**src/rtl/prog_sequencer.sv**
```systemverilog
`default_nettype none
// ============================================================================
//  Module      : prog_sequencer
//  Description : Fetch/sequencing controller for the 20-bit instruction LUT.
//                Drives the 9-bit instruction pointer, decodes branch and
//                DONE opcodes, evaluates branch conditions against the
//                datapath compare flags and launches one of three resident
//                programs. Reports completion, a saturating RUN-cycle count
//                and a watchdog timeout.
//  Ports       : clk, rst_n          - clock, async active-low reset
//                start, prog_sel     - launch request / program select (3 illegal)
//                inst                - instruction at iptr (combinational from LUT)
//                flag_eq/lt/gt       - datapath compare flags
//                stall               - datapath busy, freezes iptr
//                iptr, inst_valid    - fetch address / instruction live
//                busy, done          - running / one-cycle completion pulse
//                timeout, bad_sel    - sticky status flags
//                cycles              - saturating RUN-cycle count
//  Revision    : 1.0 - initial release
// ============================================================================
module prog_sequencer #(
    parameter logic [8:0]  ENTRY0  = 9'd1,
    parameter logic [8:0]  ENTRY1  = 9'd25,
    parameter logic [8:0]  ENTRY2  = 9'd42,
    parameter logic [15:0] TIMEOUT = 16'd4000
) (
    input  logic        clk,
    input  logic        rst_n,
    input  logic        start,
    input  logic [1:0]  prog_sel,
    input  logic [19:0] inst,
    input  logic        flag_eq,
    input  logic        flag_lt,
    input  logic        flag_gt,
    input  logic        stall,
    output logic [8:0]  iptr,
    output logic        inst_valid,
    output logic        busy,
    output logic        done,
    output logic        timeout,
    output logic        bad_sel,
    output logic [15:0] cycles
);

    localparam logic [4:0] OP_BE   = 5'b00111;
    localparam logic [4:0] OP_BL   = 5'b01000;
    localparam logic [4:0] OP_BG   = 5'b01001;
    localparam logic [4:0] OP_BA   = 5'b01010;
    localparam logic [4:0] OP_DONE = 5'b01110;

    typedef enum logic [1:0] {
        S_IDLE = 2'd0,
        S_RUN  = 2'd1,
        S_FIN  = 2'd2
    } state_t;

    state_t      state_q;
    logic [8:0]  iptr_q;
    logic        inst_valid_q;
    logic        busy_q;
    logic        done_q;
    logic        timeout_q;
    logic        bad_sel_q;
    logic [15:0] cycles_q;

    logic [4:0]  opcode;
    logic        br_taken;
    logic [8:0]  br_target;
    logic [8:0]  entry_d;
    logic [15:0] cycles_d;
    logic        unused_off_hi;

    assign opcode = inst[19:15];

    // Offset is 15-bit two's complement, but only its low 9 bits matter:
    // the add is modulo 512 so the upper sign bits cannot change the result.
    assign br_target     = iptr_q + inst[8:0];
    assign unused_off_hi = ^inst[14:9];

    always_comb begin
        br_taken = 1'b0;
        case (opcode)
            OP_BE:   br_taken = flag_eq;
            OP_BL:   br_taken = flag_lt;
            OP_BG:   br_taken = flag_gt;
            OP_BA:   br_taken = 1'b1;
            default: br_taken = 1'b0;
        endcase
    end

    always_comb begin
        entry_d = ENTRY0;
        case (prog_sel)
            2'd1:    entry_d = ENTRY1;
            2'd2:    entry_d = ENTRY2;
            default: entry_d = ENTRY0;
        endcase
    end

    // Saturating increment of the RUN-cycle counter.
    assign cycles_d = (cycles_q == 16'hFFFF) ? cycles_q : cycles_q + 16'd1;

    always_ff @(posedge clk or negedge rst_n) begin
        if (!rst_n) begin
            state_q      <= S_IDLE;
            iptr_q       <= 9'd0;
            inst_valid_q <= 1'b0;
            busy_q       <= 1'b0;
            done_q       <= 1'b0;
            timeout_q    <= 1'b0;
            bad_sel_q    <= 1'b0;
            cycles_q     <= 16'd0;
        end else begin
            done_q <= 1'b0;
            case (state_q)
                S_IDLE: begin
                    iptr_q       <= 9'd0;
                    inst_valid_q <= 1'b0;
                    busy_q       <= 1'b0;
                    if (start) begin
                        cycles_q <= 16'd0;
                        if (prog_sel == 2'b11) begin
                            // Illegal select: report and complete without executing.
                            bad_sel_q <= 1'b1;
                            done_q    <= 1'b1;
                            state_q   <= S_FIN;
                        end else begin
                            iptr_q       <= entry_d;
                            timeout_q    <= 1'b0;
                            bad_sel_q    <= 1'b0;
                            inst_valid_q <= 1'b1;
                            busy_q       <= 1'b1;
                            state_q      <= S_RUN;
                        end
                    end
                end
                S_RUN: begin
                    cycles_q <= cycles_d;
                    if (cycles_q == TIMEOUT - 16'd1) begin
                        timeout_q    <= 1'b1;
                        done_q       <= 1'b1;
                        inst_valid_q <= 1'b0;
                        busy_q       <= 1'b0;
                        state_q      <= S_FIN;
                    end else if (stall) begin
                        iptr_q <= iptr_q;
                    end else if (opcode == OP_DONE) begin
                        done_q       <= 1'b1;
                        inst_valid_q <= 1'b0;
                        busy_q       <= 1'b0;
                        state_q      <= S_FIN;
                    end else if (br_taken) begin
                        iptr_q <= br_target;
                    end else begin
                        iptr_q <= iptr_q + 9'd1;
                    end
                end
                S_FIN: begin
                    iptr_q       <= 9'd0;
                    inst_valid_q <= 1'b0;
                    busy_q       <= 1'b0;
                    state_q      <= S_IDLE;
                end
                default: begin
                    state_q <= S_IDLE;
                end
            endcase
        end
    end

    assign iptr       = iptr_q;
    assign inst_valid = inst_valid_q;
    assign busy       = busy_q;
    assign done       = done_q;
    assign timeout    = timeout_q;
    assign bad_sel    = bad_sel_q;
    assign cycles     = cycles_q;

endmodule
`default_nettype wire
```
**config.mk**
```make
export PLATFORM = sky130hd
export DESIGN_NAME = prog_sequencer
export DESIGN_NICKNAME = d
export VERILOG_FILES = /design/src/rtl/prog_sequencer.sv
export SDC_FILE = /design/constraint.sdc
export NUM_CORES = 1
export LEC_CHECK = 0
export CAP_MARGIN = 20
export CORE_UTILIZATION = 40
export DETAILED_ROUTE_END_ITERATION = 16
export PLACE_DENSITY = 0.8
export REMOVE_ABC_BUFFERS = 1
export SLEW_MARGIN = 20
export SYNTH_ARGS = -nofsm -noshare
export SYNTH_HDL_FRONTEND = slang
export SYNTH_SLANG_ARGS = --single-unit
export TNS_END_PERCENT = 30
```
**constraint.sdc**
```tcl
create_clock -name clk -period 2.2 [get_ports clk]
set_input_delay 0.44 -clock clk [delete_from_list [all_inputs] [get_ports clk]]
set_output_delay 0.44 -clock clk [all_outputs]
set_load 0.05 [all_outputs]
```
==> results of run 1 <==
==> metal layers <==
layer / up-vias / GRT usage [%] / wire length, um
met3: 29 / 3.59 / 321
li1: 1098 / - / -
met4: 0 / 12.5 / 250
met5: - / 0 / 0
met2: 85 / 37.7 / 3350
met1: 1059 / 28.3 / 2780
==> cells in the mapped netlist, drive strengths merged, types with 3 or more instances <==
cell    number
nand2b       5
ha          16
xnor2        6
nand2       26
buf          5
or3          3
nand3        8
nor2        19
nor2b        3
nor3        17
o31ai        4
a21oi       18
and2         7
o21ai       30
nand3b       3
inv         16
clkbuf       3
nand4        3
o22ai        3
dfrtp       31
==> layout by cell type, fill, tap and decap left out, drive strengths merged, types with 2 or more instances in the layout <==
cell type       n
and3            2
or3             3
a211oi          2
nor2b           3
mux2            2
xor2            2
dfrtp          31
inv            16
a2111oi         2
a22o            2
o21ai          30
ha             16
clkdlybuf4s50  44
o31ai           4
o22ai           3
nand2          26
nand4           3
nand4b          2
nand2b          5
a221oi          2
and2            7
buf            40
nand3b          3
xnor2           6
nor2           19
clkbuf          7
a21oi          18
nand3           8
nor4            2
nor3           17
o21a            2
==> layout make-up <==
cell class | count | area, um^2
multi-input cells | 204 | 1560
inverters | 16 | 60.1
clock inverters | 1 | 5.00
fillers | 409 | 1870
flip-flops and latches | 31 | 776
well taps | 70 | 87.6
clock buffers | 6 | 82.6
repair buffers | 86 | 763
==> worst paths after layout <==
| path | from | endpoint | slack, ps | cells after the start |
|---|---|---|---|---|
| max | flag_gt | iptr[8] | -430 | 13 |
| min | iptr[7] | iptr[7] | 520 | 2 |
| max reg2reg | iptr[0] | iptr[8] | 40 | 9 |
| min reg2reg | iptr[7] | iptr[7] | 520 | 2 |
| max in group asynchronous | rst_n | iptr[0] | 1360 | 2 |
| min in group asynchronous | rst_n | cycles[0] | 550 | 2 |
==> report_power, final <==
group / total, mW / switching [mW] / internal (mW)
sequential: 0.768 / 0.107 / 0.661
combinational: 1.57 / 0.944 / 0.629
clock: 0.462 / 0.217 / 0.245
total: 2.80 / 1.27 / 1.54
==> per-stage QoR <==
step	util (%)	setup WS, ps	TNS, ps
floorplan	-	-1170	-20700
global placement	57.2	-1100	-6350
detailed placement	57.2	-1180	-6790
CTS	61.4	-442	-1300
global route	64.1	-493	-2200
finish	64.1	-429	-1550
==> repair_timing <==
action	4_1_cts	5_1_grt
gates resized for setup	61	22
setup endpoints to repair	8	12
setup buffers	1	5
pin swaps	18	18
cloned	1	0
hold endpoints to repair	0	0
==> worst min-delay path: stages (launching register included) <==
cell     delay (ps)
dfrtp_1         370
nand2_1          60
o31ai_1          50
==> state kept, by name, summed over array words and instances (netlist names) <==
register  flops
cycles       16
iptr          9
state_q       2
bad_sel       1
busy          1
done          1
timeout       1
==> cells by family after synthesis <==
kind of cell | count (synthesis)
AOI/OAI and AO/OA | 71
xor gates and xnor gates | 8
adders and majority gates | 17
buffers and inverters | 24
DFF | 31
muxes | 3
and+or+nand+nor | 105
==> results.sh, run 1 <==
export IMPL_drt_wirelength_per_cell_um=16.2
export IMPL_drc_errors=0
export IMPL_synth_xor_area_share_pct=3.17
export IMPL_synthCells=259
export IMPL_yosysTopAreaCell="dfrtp_1"
export IMPL_drive_gt1_share_pct=26.2
export IMPL_fmax_mhz=380
export IMPL_place_inst=400
export IMPL_viasPerCell=5.49
export IMPL_grt_ovfl_total=0
export IMPL_dr_total_vias=2271
export IMPL_syn_to_final_growth_pct=51.2
export IMPL_hold_viol=0
export IMPL_drtPass1Iterations=4
export IMPL_setup_viol=6
export IMPL_globalplace_congestion=0.902
export IMPL_syn_area_um2=2210
export IMPL_cts_tree="done"
export IMPL_power_density_nw_per_um2=840
export IMPL_violations="setup timing"
export IMPL_h_tree_depth=2
export IMPL_grt_max_degree=32
export IMPL_avgSynthCellArea_um2=8.53
export IMPL_hpwl_um=4250
export IMPL_synth_fa_ha_area_share_pct=9.97
export IMPL_fp_row_count=26
export IMPL_die_area_um2=5820
export IMPL_ys_ff_latch=31
export IMPL_ant_nets=0
export IMPL_grt_pass1_wl_um=10500
export IMPL_rsz0062_at_grt="yes"
export IMPL_maxSlewHeadroom_pct=65.9
export IMPL_nNetsFinal=390
export IMPL_first_iter_violations=220
export IMPL_path_cells="buf_2 -> nor2b_4 -> o21ai_2 -> a221oi_2 -> buf_4 -> buf_2 -> and2_4 -> ha_4 -> or4_4 -> o22ai_4 -> mux2_4 -> a221oi_2 -> o21ai_2"
export IMPL_die_width_um=76.3
export IMPL_synthArstFlopShare_pct=100
export IMPL_maxCapViolCount=0
export IMPL_synthFlopType="dfrtp_1"
export IMPL_cts_root_buffer="clkbuf_8"
export IMPL_outcome="complete, but fails checks"
export IMPL_wl_um=6700
export IMPL_io_buffer_count=52
export IMPL_crit_required_ps=2370
export IMPL_critPathKind="input port to register"
export IMPL_worstMarginPinSlew_ps=510
export IMPL_synthSimpleGateAreaFrac_pct=25.6
export IMPL_synth_top_family_by_area="simple AND/OR/NAND/NOR gates"
export IMPL_start_kind="input port"
export IMPL_cp_arrival_ps=2800
export IMPL_ir_worst_vdd_uv=639
export IMPL_synth_compound_area_share_pct=19.8
export IMPL_core_area_um2=5200
export IMPL_synth_edf_count=0
export IMPL_diodes=0
export IMPL_grt_pass1_vias=2271
export IMPL_final_setup_worst_slack_ps=-429
export IMPL_synthTopCellsByArea="dfrtp_1 (35%), ha_1 (9.1%), o21ai_0 (6.3%), nand2_1 (4.4%), a21oi_1 (4.1%)"
export IMPL_antenna_found_initial=0
export IMPL_io_pins=59
export IMPL_die_h_um=76.3
export IMPL_clk_latency_ps=290
export IMPL_placed_area_um2=2980
export IMPL_timing_hold_ws_ps=518
export IMPL_skew_ps=4.38
export IMPL_ys_warn_count=0
export IMPL_crit_buf_inv=3
export IMPL_p_leak_nw=1.39
export IMPL_final_cells=414
export IMPL_grt_util_all_layers_pct=22.8
export IMPL_clk_pin_slew_ps=70
export IMPL_cts_num_sinks=31
export IMPL_max_stage_delay_ps=540
export IMPL_endpoint_kind="register"
export IMPL_slew_violations=0
export IMPL_slowest_stage="or4_4"
export IMPL_finalPower_mw=2.80
export IMPL_clk_path_buf_depth=2
export IMPL_worst_path_dominant_cell_family="simple AND/OR/NAND/NOR gates"
export IMPL_final_min_clock_period_ps=2630
export IMPL_yosysUniqueCellTypes=53
export IMPL_start_util_pct=42.4
export IMPL_numCtsBuffers=5
export IMPL_stdcell_area_um2=3340
export IMPL_muxShareOfSynthArea_pct=1.64
export IMPL_synth_top_cell_area_share_pct=35.1
export IMPL_hold_path_class="register to register"
export IMPL_cts_hold_buf=0
export IMPL_worstPathMaxFanout=4
export IMPL_fin_crit_sh_pct=119
export IMPL_yosysSeqAreaShare_pct=35.1
Power figures use the tool's default switching activity.
==> inputs of run 2 (changes only) <==
Settings changed: REMOVE_ABC_BUFFERS 1 to unset.
==> results.sh, run 2 (same netlist as run 1, synthesis figures left out) <==
export IMPL_p_leak_nw=1.38
export IMPL_drt_wirelength_per_cell_um=14.7
export IMPL_fmax_mhz=376
export IMPL_wl_um=6060
export IMPL_hold_viol=0
export IMPL_grt_pass1_wl_um=10300
export IMPL_start_util_pct=42.4
export IMPL_setup_viol=6
export IMPL_cts_root_buffer="clkbuf_8"
export IMPL_largest_reg_flops=16
export IMPL_worstMarginPinSlew_ps=541
export IMPL_io_buffer_count=52
export IMPL_grt_ovfl_total=0
export IMPL_h_tree_depth=2
export IMPL_fin_crit_sh_pct=121
export IMPL_io_pins=59
export IMPL_finalPower_mw=2.70
export IMPL_grt_pass1_vias=2158
export IMPL_cts_tree="done"
export IMPL_drtPass1Iterations=5
export IMPL_first_iter_violations=134
export IMPL_ant_nets=0
export IMPL_viasPerCell=5.37
export IMPL_core_area_um2=5200
export IMPL_final_setup_worst_slack_ps=-460
export IMPL_syn_to_final_growth_pct=48.2
export IMPL_nNetsFinal=386
export IMPL_drive_gt1_share_pct=22.6
export IMPL_slew_violations=0
export IMPL_rsz0062_at_grt="yes"
export IMPL_maxSlewHeadroom_pct=63.8
export IMPL_clk_path_buf_depth=2
export IMPL_worstPathMaxFanout=4
export IMPL_power_density_nw_per_um2=825
export IMPL_antenna_found_initial=0
export IMPL_final_common_cell="clkdlybuf4s50_1"
export IMPL_drc_errors=0
export IMPL_fin_util_pct=62.9
export IMPL_globalplace_congestion=0.900
export IMPL_maxCapViolCount=0
export IMPL_start_kind="input port"
export IMPL_fp_row_count=26
export IMPL_clk_pin_slew_ps=60
export IMPL_ir_worst_vdd_uv=768
export IMPL_violations="setup timing"
export IMPL_die_h_um=76.3
export IMPL_cp_arrival_ps=2820
export IMPL_final_fill_count=441
export IMPL_cts_num_sinks=31
export IMPL_mostFrequentLayoutCells="clkdlybuf4s50_1 (44), dfrtp_1 (31), buf_4 (28)"
export IMPL_syn_nets=305
export IMPL_final_min_clock_period_ps=2660
export IMPL_die_width_um=76.3
export IMPL_outcome="complete, but fails checks"
export IMPL_hold_path_class="register to register"
export IMPL_grt_util_all_layers_pct=22.0
export IMPL_clk_latency_ps=280
export IMPL_dr_total_vias=2207
export IMPL_die_area_um2=5820
export IMPL_numCtsBuffers=5
export IMPL_crit_required_ps=2360
export IMPL_diodes=0
export IMPL_skew_ps=3.24
export IMPL_endpoint_kind="register"
export IMPL_worst_r2r_setup_slack_ps=-10
export IMPL_critPathKind="input port to register"
export IMPL_hpwl_um=4250
export IMPL_grt_max_degree=32
run 2: cell count changes in the layout (fill, tap and decap cells not counted), sizes merged:
cell and delta:
clkbuf +1, clkinv -1, buf -4, clkdlybuf4s15 +1
run 2: power by group:
group          leakage [nW]  switching (mW)  internal (mW)
clock network        0.0515           0.211          0.285
logic                 0.909           0.896          0.551
registers             0.423          0.0973          0.661
total                  1.38            1.20           1.50
run 2: repair_timing:
| action | 4_1_cts | 5_1_grt |
|---|---|---|
| setup buffers | 2 | 1 |
| hold buffers | 0 | 0 |
| gates cloned | 1 | 0 |
| resized for setup | 43 | 14 |
| endpoints found under the setup margin | 8 | 9 |
| pin swaps | 13 | 15 |
run 2: worst paths after layout:
| check | endpoint | start | cells after the start |
|---|---|---|---|
| setup / recovery | iptr[8] | flag_gt | 13 |
| hold reg to reg | bad_sel | bad_sel | 2 |
| min in group asynchronous | cycles[0] | rst_n | 2 |
| max in group asynchronous | iptr[2] | rst_n | 2 |
| setup reg to reg | iptr[8] | iptr[0] | 9 |
| hold / removal | bad_sel | bad_sel | 2 |
run 2: metal layers:
layer | GRT usage (%) | vias to the layer above | share of wire [%]
li1 | - | 1099 | -
met1 | 30.3 | 1037 | 48
met2 | 34.5 | 63 | 47
met3 | 4.55 | 8 | 4.0
met4 | 6.92 | 0 | 1.7
met5 | 0 | - | 0
run 2: critical path, stage by stage:
cell and delay (ps):
buf_6 90, nor2b_4 120, o21ai_2 140, a221oi_2 80
buf_4 150, buf_2 140, and2_1 160, ha_2 170
or4_4 510, o22ai_4 160, mux2_4 330, a221oi_4 260
o21ai_2 70
run 2: area by class of cell:
type,count,area (um^2),area share (%)
Tap cell,70,87.6,2.68
Multi-Input combinational cell,204,1500,45.9
Sequential cell,31,776,23.7
Timing Repair Buffer,82,748,22.9
Clock buffer,8,100,3.06
Inverter,16,60.1,1.83
run 2: through the flow:
step / instance area [um^2] / setup WS [ps] / setup TNS, ps / hold WS, ps / instances
6_report: 3270 / -460 / -1680 / 497 / 411
5_1_grt: 3270 / -581 / -2590 / 548 / 411
4_1_cts: 3200 / -455 / -1560 / 492 / 410
3_5_place_dp: 3030 / -1070 / -6400 / 477 / 399
3_3_place_gp: 3030 / -1000 / -5790 / 466 / 399
2_1_floorplan: 2270 / -549 / -1580 / 144 / 259
==> variant (settings of run 2) <==
Re-encode `state_t` (3 states) as one-hot, 3 bits wide.
--- a/src/rtl/prog_sequencer.sv
+++ b/src/rtl/prog_sequencer.sv
@@ -48,10 +48,10 @@
     localparam logic [4:0] OP_BA   = 5'b01010;
     localparam logic [4:0] OP_DONE = 5'b01110;
 
-    typedef enum logic [1:0] {
-        S_IDLE = 2'd0,
-        S_RUN  = 2'd1,
-        S_FIN  = 2'd2
+    typedef enum logic [2:0] {
+        S_IDLE = 3'b001,
+        S_RUN  = 3'b010,
+        S_FIN  = 3'b100
     } state_t;
 
     state_t      state_q;
Behaviour: no difference found for any inputs over 10 cycles, from zero or initial values and one cycle with rst_n low; not proved beyond that.
==> variant against run 2 <==
The flow still finishes with violations (setup timing). Setup slack better by 0.17 ns. Cell count down 4.6%. Via count fell by 8.0%. Synthesized area decreased by 4.9%. Highest routed layer unchanged. Cell area is 3.4% lower. Critical path type unchanged. Sequential cell count is 1 higher. Wire length decreased by 5.0%. Utilization is 0.61 points lower. Largest power group unchanged. Critical path depth increased by 1. Total power grew 1.9%.
==> variant: results (changes against run 2) <==
metric,value,unit,change
crit path from,inst[18],,
sequential area share after synthesis,38.20,%,+3.1 points
Inst Count DP,380,,-4.8%
initial antenna violation count,0,,unchanged
number of diodes,0,,unchanged
worst hold start,bad_sel,,
DR pass1 iterations,5,,unchanged
H-tree depth,2,,unchanged
CTS max path bufs,2,,unchanged
gr usage total,22.14,%,+0.11 points
via count,2030,,-8.0%
# fillers,425,,-3.6%
worst vdd ir,0.5003,mV,-35%
Hold Fails Final Rpt,0,,unchanged
Worst-Skew Late Latency,0.29,ns,
CP max stage delay,0.30,ns,-0.21 ns
main flop type after synthesis,dfrtp_1,,
max FFs per register,16,,unchanged
drt initial violations,95,,-29%
failing checks,setup timing,,
nets,364,,-5.7%
I/O Buffers,52,,unchanged
WL final,5753,µm,-5.0%
worst r2r src,cycles[1],,
vias in the first global route,2074,,-3.9%
actual slew at the worst max-slew pin,0.5248,ns,-0.01658 ns
setup TNS,-0.4821,ns,+1.193 ns
Clock transition at path regs,0.07,ns,
Final HPWL DP,4182,µm,-1.6%
count of warnings emitted by yosys,0,,unchanged
Inserted Clock Buffers,5,,unchanged
placer congestion estimate,0.8381,,-6.9%
Synth Instances,230,,-11%
HP Class,flop to flop,,
most frequent cells after synthesis,"dfrtp_1, nand2_1, nor2_1, o21ai_0, inv_1",,
Worst Clk Skew,0.005012,ns,+0.001776 ns
Leak Pwr,0.001439,µW,+4.1%
Post-synth ARST share,100.0,%,unchanged
Finish-stage setup viols,4,,-2
pin count of the biggest net entering global routing,33,,+3.1%
syn nets,273,,-10%
"Slowest-stage cell, CP",a211o_1,,
clk root buf,clkbuf_8,,
setup ws final,-0.2895,ns,+0.1702 ns
first-pass GRT wire length,9177,µm,-11%
Area contributors post-synth,"dfrtp_1, ha_1, xnor2_1",,
share of cells above drive strength 1,26.09,%,+3.5 points
CP max FO,5,,+1
Synth cell types,48,,-9.4%
"Cell Count, Final, Fillers Out",392,,-4.6%
status,finished with violations,,
variant: cell count changes in the layout (fill, tap and decap cells not counted), sizes merged, moves of 5 or more:
cell	before	now
o21ai	30	15
nor3	17	5
xor2	2	9
xnor2	6	12
a21o	0	6
nand4	3	8
a21oi	18	11
variant: worst paths after layout:
path	to	slack, ns	cells past startpoint
min in group asynchronous	iptr[1]	0.56	2
min	bad_sel	0.49	2
max reg2reg	cycles[15]	0.07	7
max in group asynchronous	state_q[0]	1.30	2
max	iptr[8]	-0.29	14
min reg2reg	bad_sel	0.49	2
variant: where the power goes:
part           total (µW)  leakage [µW]  internal, µW  switching, µW
Combinational        1390      0.000953           564            822
Sequential            797      0.000432           697            100
Clock                 570     0.0000552           336            234
variant: layer usage:
layer  vias up  global-route usage, %  share of wire, %
met5         -                      0                 0
met1       961                  24.96                42
met2        68                  40.44                51
met4         0                  7.757               1.1
li1        995                      -                 -
met3         6                  5.420               5.9
variant: timing repair:
action,CTS,global route
endpoints found under the setup margin,8,11
resized for setup,13,36
pin swaps,9,11
buffers inserted,3,1
cloned,0,0
variant: per-stage QoR:
| stage | area [µm²] | hold WS [ns] | utilization [%] | setup slack [ns] | power [µW] |
|---|---|---|---|---|---|
| final | 3161 | 0.4851 | 62.28 | -0.2895 | 2752 |
| after detailed placement | 2940 | 0.4764 | 57.94 | -0.9763 | 2121 |
| after global routing | 3161 | 0.5349 | 62.28 | -0.4485 | 2904 |
| after global placement | 2940 | 0.4719 | 57.94 | -0.8877 | 2088 |
| after floorplan | 2111 | 0.1444 | - | -0.3737 | 1637 |
| after CTS | 3088 | 0.4928 | 60.85 | -0.3915 | 2719 |
variant: layout make-up:
class	instances	area, µm²	share of cell area (%)
sequential	32	804.5	25.46
clock inverter	2	35.03	1.108
clock buffer	6	72.57	2.296
tap	70	87.58	2.771
inverter	14	52.55	1.663
multi-input combinational	179	1309	41.41
timing repair buffer	89	799.5	25.30
variant: critical path: cells and delay by family:
| kind | cells | cell delay (ns) |
|---|---|---|
| AO/OA/AOI/OAI | 6 | 1.24 |
| adder cells (fa/ha/maj) | 2 | 0.41 |
| buffers and inverters | 3 | 0.32 |
| AND/OR/NAND/NOR | 3 | 0.28 |
variant: kinds of logic after synthesis:
logic type      count (synthesis)  synth area share (%)
xor+xnor                       21                 8.761
flops                          32                 38.20
fa+ha+maj                      14                 8.701
simple gates                   94                 23.66
compound gates                 50                 16.93
buf+inv                        19                 3.754
